File: src/rtl/pac_pkg.sv
// Shared constants and types for the Pacman move scheduler.
//   Direction encodings, sprite/tile geometry, maze size and the
//   scheduler FSM state type.
package pac_pkg;

  localparam int SPRITE_SCALE = 2;
  localparam int SPR          = 16 * SPRITE_SCALE;  // sprite and tile edge in px
  localparam int TILE_SHIFT   = 5;                  // log2(SPR)
  localparam int MAP_COLS     = 20;
  localparam int MAP_ROWS     = 15;

  typedef enum logic [1:0] {
    UP    = 2'd0,
    DOWN  = 2'd1,
    LEFT  = 2'd2,
    RIGHT = 2'd3
  } dir_t;

  localparam dir_t INIT_DIR = LEFT;

  typedef enum logic [2:0] {
    S_IDLE,
    S_CALC,
    S_READ,
    S_WAIT,
    S_DECIDE,
    S_COMMIT
  } state_t;

endpackage

File: src/rtl/pac_tile_probe.sv
// Combinational tile probe: given an actor's top-left pixel and a direction,
// computes the pixel just beyond the sprite edge on that side, converts it to
// a tile and returns the maze ROM address of that tile.
//   x, y    : actor top-left, signed 11-bit pixels
//   dir     : direction to probe
//   addr    : row*MAP_COLS+col (meaningless when off_map)
//   off_map : probe lies outside the maze (treated as an open tunnel)
module pac_tile_probe
  import pac_pkg::*;
#(
  parameter int ADDR_W = 9
) (
  input  logic signed [10:0] x,
  input  logic signed [10:0] y,
  input  logic [1:0]         dir,
  output logic [ADDR_W-1:0]  addr,
  output logic               off_map
);

  localparam logic signed [10:0] SPR_S  = 11'(SPR);
  localparam logic signed [10:0] HALF_S = 11'(SPR / 2);
  localparam logic signed [10:0] ONE_S  = 11'sd1;
  localparam logic signed [10:0] COLS_S = 11'(MAP_COLS);
  localparam logic signed [10:0] ROWS_S = 11'(MAP_ROWS);

  logic signed [10:0] px, py, col, row;

  always_comb begin
    px = x;
    py = y;
    case (dir)
      UP: begin
        px = x + HALF_S;
        py = y - ONE_S;
      end
      DOWN: begin
        px = x + HALF_S;
        py = y + SPR_S;
      end
      LEFT: begin
        px = x - ONE_S;
        py = y + HALF_S;
      end
      default: begin
        px = x + SPR_S;
        py = y + HALF_S;
      end
    endcase
    col     = px >>> TILE_SHIFT;
    row     = py >>> TILE_SHIFT;
    off_map = col[10] || row[10] || (col >= COLS_S) || (row >= ROWS_S);
    addr    = ADDR_W'(row) * ADDR_W'(MAP_COLS) + ADDR_W'(col);
  end

endmodule

File: src/rtl/pac_move_scheduler.sv
// Per-frame move scheduler for Pacman and the ghosts.
// On each frame start it walks all actors through one shared maze-wall ROM
// port, trying the requested direction first and the current direction as a
// fallback, and commits every actor's direction and move enable at once.
//   CLK, RST_N          : clock, async active-low reset
//   X_VGA, Y_VGA        : scan position; (0,0) rising marks frame start
//   REQ_DIR, ACT_X/Y    : per-actor requested direction and top-left position
//   MAP_RD/ADDR/WALL    : wall ROM port, data valid 2 cycles after MAP_RD
//   CUR_DIR, MOVE_EN    : committed direction / step enable per actor
//   BUSY, DONE, OVERRUN : pass in progress, commit pulse, sticky frame overrun
module pac_move_scheduler
  import pac_pkg::*;
#(
  parameter int NUM_ACTORS = 5,
  parameter int ADDR_W     = 9
) (
  input  logic                      CLK,
  input  logic                      RST_N,
  input  logic signed [10:0]        X_VGA,
  input  logic signed [10:0]        Y_VGA,
  input  logic [2*NUM_ACTORS-1:0]   REQ_DIR,
  input  logic [11*NUM_ACTORS-1:0]  ACT_X,
  input  logic [11*NUM_ACTORS-1:0]  ACT_Y,
  output logic                      MAP_RD,
  output logic [ADDR_W-1:0]         MAP_ADDR,
  input  logic                      MAP_WALL,
  output logic [2*NUM_ACTORS-1:0]   CUR_DIR,
  output logic [NUM_ACTORS-1:0]     MOVE_EN,
  output logic                      BUSY,
  output logic                      DONE,
  output logic                      OVERRUN
);

  localparam int IDX_W = (NUM_ACTORS > 1) ? $clog2(NUM_ACTORS) : 1;

  state_t                    state;
  logic [IDX_W-1:0]          idx;
  logic                      fallback;
  logic [1:0]                try_dir;
  logic [2*NUM_ACTORS-1:0]   shadow_dir;
  logic [NUM_ACTORS-1:0]     shadow_en;
  logic                      frame_q;

  logic                      frame_cond, start, last;
  logic signed [10:0]        sel_x, sel_y;
  logic [1:0]                sel_req, sel_cur, sel_dir;
  logic [ADDR_W-1:0]         probe_addr;
  logic                      probe_off;

  assign frame_cond = (X_VGA == 11'sd0) && (Y_VGA == 11'sd0);
  assign start      = frame_cond && !frame_q;
  assign last       = (idx == IDX_W'(NUM_ACTORS - 1));

  // Actor mux feeding the single shared probe
  always_comb begin
    sel_x   = '0;
    sel_y   = '0;
    sel_req = '0;
    sel_cur = '0;
    for (int unsigned i = 0; i < NUM_ACTORS; i++) begin
      if (idx == IDX_W'(i)) begin
        sel_x   = ACT_X[11*i +: 11];
        sel_y   = ACT_Y[11*i +: 11];
        sel_req = REQ_DIR[2*i +: 2];
        sel_cur = CUR_DIR[2*i +: 2];
      end
    end
    sel_dir = fallback ? sel_cur : sel_req;
  end

  pac_tile_probe #(.ADDR_W(ADDR_W)) u_probe (
    .x       (sel_x),
    .y       (sel_y),
    .dir     (sel_dir),
    .addr    (probe_addr),
    .off_map (probe_off)
  );

  always_ff @(posedge CLK or negedge RST_N) begin
    if (!RST_N) begin
      state      <= S_IDLE;
      idx        <= '0;
      fallback   <= 1'b0;
      try_dir    <= '0;
      shadow_dir <= '0;
      shadow_en  <= '0;
      frame_q    <= 1'b0;
      MAP_RD     <= 1'b0;
      MAP_ADDR   <= '0;
      CUR_DIR    <= {NUM_ACTORS{INIT_DIR}};
      MOVE_EN    <= '0;
      BUSY       <= 1'b0;
      DONE       <= 1'b0;
      OVERRUN    <= 1'b0;
    end else begin
      frame_q <= frame_cond;
      DONE    <= 1'b0;
      MAP_RD  <= 1'b0;
      if (start && BUSY) OVERRUN <= 1'b1;

      case (state)
        S_IDLE: begin
          BUSY <= 1'b0;
          if (start && !BUSY) begin
            BUSY     <= 1'b1;
            idx      <= '0;
            fallback <= 1'b0;
            state    <= S_CALC;
          end
        end

        // Off-map probes resolve here directly so a tunnel try costs one cycle
        S_CALC: begin
          try_dir <= sel_dir;
          if (probe_off) begin
            shadow_dir[{idx, 1'b0} +: 2] <= sel_dir;
            shadow_en[idx]               <= 1'b1;
            fallback                     <= 1'b0;
            if (last) state <= S_COMMIT;
            else begin
              idx   <= idx + 1'b1;
              state <= S_CALC;
            end
          end else begin
            MAP_ADDR <= probe_addr;
            MAP_RD   <= 1'b1;
            state    <= S_READ;
          end
        end

        S_READ: state <= S_WAIT;

        S_WAIT: state <= S_DECIDE;

        S_DECIDE: begin
          if (MAP_WALL && !fallback && (try_dir != sel_cur)) begin
            fallback <= 1'b1;
            state    <= S_CALC;
          end else begin
            shadow_dir[{idx, 1'b0} +: 2] <= MAP_WALL ? sel_cur : try_dir;
            shadow_en[idx]               <= !MAP_WALL;
            fallback                     <= 1'b0;
            if (last) state <= S_COMMIT;
            else begin
              idx   <= idx + 1'b1;
              state <= S_CALC;
            end
          end
        end

        S_COMMIT: begin
          CUR_DIR <= shadow_dir;
          MOVE_EN <= shadow_en;
          DONE    <= 1'b1;
          state   <= S_IDLE;
        end

        default: state <= S_IDLE;
      endcase
    end
  end

endmodule
File: config.mk
export PLATFORM = sky130hd
export DESIGN_NAME = pac_move_scheduler
export DESIGN_NICKNAME = d
export VERILOG_FILES = /design/src/rtl/pac_pkg.sv /design/src/rtl/pac_tile_probe.sv /design/src/rtl/pac_move_scheduler.sv
export SDC_FILE = /design/constraint.sdc
export NUM_CORES = 1
export LEC_CHECK = 0
export CAP_MARGIN = 20
export CORE_UTILIZATION = 41
export CTS_CLUSTER_DIAMETER = 120
export DETAILED_ROUTE_END_ITERATION = 8
export GPL_ROUTABILITY_DRIVEN = 0
export GPL_TIMING_DRIVEN = 0
export PLACE_DENSITY = 0.77
export SYNTH_ARGS = -nofsm -noshare
export SYNTH_HDL_FRONTEND = slang
export SYNTH_SLANG_ARGS = --single-unit
File: constraint.sdc
create_clock -name CLK -period 5.35 [get_ports CLK]
set_clock_uncertainty 0.15 [all_clocks]
set_input_delay 0.535 -clock CLK [delete_from_list [all_inputs] [get_ports CLK]]
set_output_delay 0.535 -clock CLK [all_outputs]
set_load 0.1 [all_outputs]
# == Word-level counts from Yosys, hierarchy flattened ==
# Cells that the tools add are included.
# word_totals
elab_cells,127
reg_bits,53
input_bits,145
# op_classes
addsub,9
n_reduce_logical,26
n_lt_le_gt_ge,4
eq_ne,15
shifts,3
muxes,53
n_mul,1
bitwise,2
# op_table
cell,n
two-way mux 11 bit,10
one-hot mux 11 bit (2 select lines),2
two-way mux 2 bit,12
two-way mux 3 bit,8
"adder 11 x 6 -> 11 bit, second input constant",2
"adder 11 x 7 -> 11 bit, second input constant",2
zero test 11 bit,2
"subtractor 11 x 2 -> 11 bit, second input constant",2
bitwise mux 10 bit,2
two-way mux 10 bit,2
one-hot mux 10 bit (2 select lines),1
variable part select 2 x 6 -> 10 bit,2
one-hot mux 3 bit (5 select lines),1
"equality test 3 x 2 -> 1 bit, second input constant",4
two-way mux 5 bit,2
one-hot mux 5 bit (2 select lines),1
"variable shift 2 x 6 -> 10 bit, first input constant",1
adder 9 x 6 -> 9 bit,1
"equality test 3 bit, second input constant",3
one-hot mux 3 bit (3 select lines),1
two-way mux 1 bit,8
logical AND 1 bit,7
"multiplier 6 x 4 -> 7 bit, second input constant",1
"equality test 3 x 1 -> 1 bit, second input constant",2
other kinds (25),34

# == Logic depth before layout (Yosys ltp) ==
# depth
depth_word,15
mapped_depth,27
depth_no_buf,24

# == Modules after synthesis ==
# Synthesis repeated with hierarchy kept, for this count alone.
# unflattened
cells_unflattened,578
hier_area_um2,4790.8
# by_module_without_submodules
module,area_per_inst_um2,seq_area_each_um2,n_inst,cells_each
pac_move_scheduler,3504.6,1332.5,1,406
pac_tile_probe,1286.2,0.0,1,172

# == Worst setup path before layout ==
# Ideal clock, no wire load.
# synth_path
path_kind,flip-flop to flip-flop
start,register idx[2]
end,register MAP_ADDR[7]
path_stages_with_launch,23
period_less_slack_ps,5144
slack_ps,206
required_ps,5075
arrival_time_ps,4868
setup_time_ps,125
cell_sequence,dfrtp_1 > buf_6 > buf_2 > inv_1 > ha_1 > buf_2 > buf_2 > or4b_2 > o221ai_1 > a21oi_1 > nor3b_1 > a211o_1 > o22a_1 > ha_1 > ha_1 > inv_1 > fa_1 > inv_1 > ha_1 > a21oi_1 > o22ai_1 > a211o_1 > mux2_2
# synth_via
elab_chain_len,15
word_cells_on_any_way,47
# synth_lines
element,line_no,rtl
"start, declared",pac_move_scheduler.sv:37,logic [IDX_W-1:0] idx;
"start signal, assigned",pac_move_scheduler.sv:121,idx <= idx + 1'b1;
"start signal, assigned",pac_move_scheduler.sv:145,idx <= idx + 1'b1;
"parallel branches: the longest is 15 deep, another holds adder 11 x 6 -> 11 bit",-,
"end signal, assigned",pac_move_scheduler.sv:125,MAP_ADDR <= probe_addr;
"end, declared",pac_move_scheduler.sv:25,"output logic [ADDR_W-1:0] MAP_ADDR,"
# Several ways; the timed one is not identified.
# A chain may end at the register's enable or synchronous reset.

# == Worst setup path after layout ==
# layout_path
start,register idx[0]
end,register MAP_ADDR[8]
# Same word-level chain as after synthesis.

==> impl_metrics.env <==
export IMPL_status="finished, final reports clean"
export IMPL_syn_nets=725
export IMPL_first_pass_iters=7
export IMPL_final_nets=927
export IMPL_grt_max_degree=29
export IMPL_synth_edf_count=0
export IMPL_seq_area_um2=1340
export IMPL_drc=0
export IMPL_slowest_delay_ns=0.53
export IMPL_multi_input_area_um2=3470
export IMPL_cp_start_kind="flip-flop"
export IMPL_io_pins=173
export IMPL_drive_above_1_share_pct=21.4
export IMPL_dp_hpwl_um=12700
export IMPL_synth_seq_cells=53
export IMPL_path_delay_family="compound AO/OA/AOI/OAI gates"
export IMPL_routedWlPerCell_um=18.8
export IMPL_synth_area_per_cell_um2=8.81
export IMPL_cp_required_ns=5.37
export IMPL_fp_dieH_um=111
export IMPL_hold_violations=0
export IMPL_synthArstFlopShare_pct=100
export IMPL_n_fill_cell=945
export IMPL_ys_seq_area_share_pct=27.6
export IMPL_synthesis_area_um2=4840
export IMPL_num_antenna_cells=0
export IMPL_routed_wl_um=16800
export IMPL_critPathCaptureType="flip-flop"
export IMPL_finalCriticalPeriod_ns=5.22
export IMPL_antenna_found_initial=0
export IMPL_timing_final_crit_share_pct=97.5
export IMPL_arrival_ns=5.24
export IMPL_maxCapViolations=0
export IMPL_hold_path_class="input pin to asynchronous set/reset pin"
export IMPL_cp_slowest_cell="fa_2"
export IMPL_max_slew_worst_pin_slew_ns=0.988
export IMPL_placed_area_um2=6750
export IMPL_hold_buffers=0
export IMPL_fin_area_um2=7410
export IMPL_via_per_inst=6.00
export IMPL_cts_buffer_depth=2
export IMPL_setup_slack_ns=0.132
export IMPL_cts_buffers=5
export IMPL_ir_worst_vdd_v=0.000716
export IMPL_finalPower_mw=4.30
export IMPL_area_growth_pct=53.2
export IMPL_setup_viol=0
export IMPL_crit_path_frequent_cell="ha_1"
export IMPL_p_per_area_nw_per_um2=581
export IMPL_clk_latency_ns=0.29
export IMPL_grt_ovfl_total=0
export IMPL_die_w_um=111
export IMPL_leakage_nw=2.98
export IMPL_htreeDepth=2
export IMPL_coreArea_um2=11500
export IMPL_vias=5366
export IMPL_grt_pass1_wl_um=26000
export IMPL_path_clk_slew_ns=0.07
export IMPL_rows=39
export IMPL_antenna_left=0
export IMPL_drt_iter0_drc=355
export IMPL_path_max_fanout=10
export IMPL_grtUsageTotal_pct=26.1
export IMPL_path_buf_inv=6
export IMPL_synth_ff_type="dfrtp_1"
export IMPL_maxSlewViolCount=0
export IMPL_die_area_um2=12200
export IMPL_cts_tree="yes"
export IMPL_max_slew_margin_pct=33.9
export IMPL_place_ws_ns=-0.537
export IMPL_yosysUniqueCellTypes=85
export IMPL_grt_pass1_vias=5240
export IMPL_critical_path_class="flip-flop to flip-flop"
export IMPL_cts_root_buffer_cell="clkbuf_16"
export IMPL_yosys_warnings=0
export IMPL_initial_core_util_pct=42.2
export IMPL_portBuffers=172
export IMPL_syn_inst=549
export IMPL_max_freq_ghz=0.192
export IMPL_cts_sinks=53
export IMPL_worstPathCellList="inv_2, ha_1, buf_4, o21bai_4, buf_6, a21oi_1, a221o_1, a32oi_4, buf_6, nor3b_1, a211o_1, o22a_1, ha_1, ha_1, inv_1, fa_2, inv_2, ha_4, a21o_1, a21oi_2, xnor2_1, xnor2_1, a21oi_1"
## per-layer routing
layer	share of wire, %	wire length [µm]	vias to the layer above	global-route usage [%]
li1	-	-	2457	-
met1	39	6620	2553	31.6
met2	49	8210	302	46.3
met3	7.5	1260	54	4.50
met5	0	0	-	0
met4	4.3	724	0	8.98
## final timing paths
check                      startpoint           to  slack, ns  depth (start not counted)
hold reg to reg               OVERRUN      OVERRUN       0.31                          1
setup / recovery               idx[0]  MAP_ADDR[8]       0.13                         23
setup reg to reg               idx[0]  MAP_ADDR[8]       0.13                         23
hold / removal                  RST_N  MAP_ADDR[7]       0.11                          1
max in group asynchronous       RST_N   CUR_DIR[5]       4.30                          2
min in group CLK              OVERRUN      OVERRUN       0.31                          1
## power by group
group | total [mW] | switching, mW | internal [mW]
clock | 0.374 | 0.140 | 0.234
combinational | 3.49 | 1.85 | 1.64
sequential | 0.437 | 0.0188 | 0.418
## area by class of cell
| cell class | instances | area share (%) |
|---|---|---|
| tap | 143 | 2.41 |
| sequential | 53 | 18.0 |
| buffer | 29 | 2.92 |
| inverter | 32 | 1.67 |
| clock buffer | 7 | 1.93 |
| multi-input combinational | 434 | 46.9 |
| timing repair buffer | 196 | 25.8 |
| clock inverter | 1 | 0.405 |
## cells by family (layout without fill, tap and decap cells)
logic type	Yosys count	count (layout)	synth area share [%]
DFF	53	53	27.6
xor gates and xnor gates	17	17	3.08
AOI/OAI and AO/OA	142	142	22.0
adders and majority gates	31	31	8.33
muxes	45	45	10.3
and+or+nand+nor	199	199	22.8
buffers and inverters	62	265	5.85
## Yosys cell counts, types with 7 or more instances
| master | n | area share (%) |
|---|---|---|
| mux2_2 | 33 | 7.7 |
| nor2_1 | 38 | 2.9 |
| clkbuf_1 | 13 | 1.0 |
| nand3_1 | 7 | 0.72 |
| buf_2 | 10 | 1.0 |
| a31oi_1 | 8 | 1.0 |
| nand2_1 | 40 | 3.1 |
| dfrtp_1 | 48 | 25 |
| nand2b_1 | 19 | 2.5 |
| mux2i_1 | 9 | 1.9 |
| nor3_1 | 10 | 1.0 |
| xnor2_1 | 13 | 2.4 |
| nor2b_1 | 15 | 1.9 |
| or4_1 | 7 | 1.1 |
| o21ai_0 | 20 | 2.1 |
| nor4_1 | 17 | 2.2 |
| nand4_1 | 7 | 0.91 |
| ha_1 | 29 | 7.5 |
| inv_1 | 28 | 2.2 |
| a21oi_1 | 37 | 3.8 |
## timing repair
| item | 4_1_cts | 5_1_grt |
|---|---|---|
| pin swaps | 4 | 15 |
| endpoints found under the setup margin | 29 | 29 |
| resized for setup | 28 | 58 |
| buffers inserted | 1 | 22 |
## metrics by stage
step	instances	setup TNS (ns)	util, %	hold slack, ns
global placement	864	-4.01	58.7	0.291
CTS	873	0	61.4	0.118
detailed placement	865	-7.35	58.9	0.298
global route	895	-0.361	64.6	0.138
finish	895	0	64.6	0.107
floorplan	549	0	-	0.0894
## worst reg2reg max path, stage by stage (launching register included)
cell,delay [ns]
dfrtp_2,0.44
inv_2,0.08
ha_1,0.20
buf_4,0.18
o21bai_4,0.23
buf_6,0.19
a21oi_1,0.07
a221o_1,0.40
a32oi_4,0.37
buf_6,0.17
nor3b_1,0.04
a211o_1,0.30
o22a_1,0.23
ha_1,0.29
ha_1,0.16
inv_1,0.06
fa_2,0.53
inv_2,0.04
ha_4,0.23
a21o_1,0.17
a21oi_2,0.16
xnor2_1,0.16
xnor2_1,0.15
a21oi_1,0.09
## placed cells by master, fill, tap and decap left out, types with 4 or more instances in the layout
cell               n
buf_4             28
dfstp_2            5
buf_2              4
clkbuf_1           9
o221ai_1           4
dfrtp_1           46
xor2_1             4
o21ai_0           17
nor2b_1           13
inv_1             23
o22ai_1            5
a21oi_1           30
ha_1              23
nor4_1            15
nor2_1            37
a221oi_1           6
a22oi_1            5
mux2_2            33
a31oi_1            7
a21o_1             4
clkbuf_16          5
nand2_1           38
clkdlybuf4s50_1  171
xnor2_1           11
nor3b_1            5
nor3_1            10
mux2i_1            9
nand2b_1          17
buf_6              7
inv_2              7
nand4_1            7
nand3_1            7
or4_1              7
a21oi_2            5
and3b_1            4
## state kept, by name (all words and copies together), names as in the netlist
name        cells
frame_q         1
state           3
shadow_dir     10
fallback        1
MAP_ADDR        9
try_dir         2
idx             3
MAP_RD          1
OVERRUN         1
shadow_en       5
CUR_DIR        10
BUSY            1
MOVE_EN         5
DONE            1
Power figures use the tool's default switching activity.
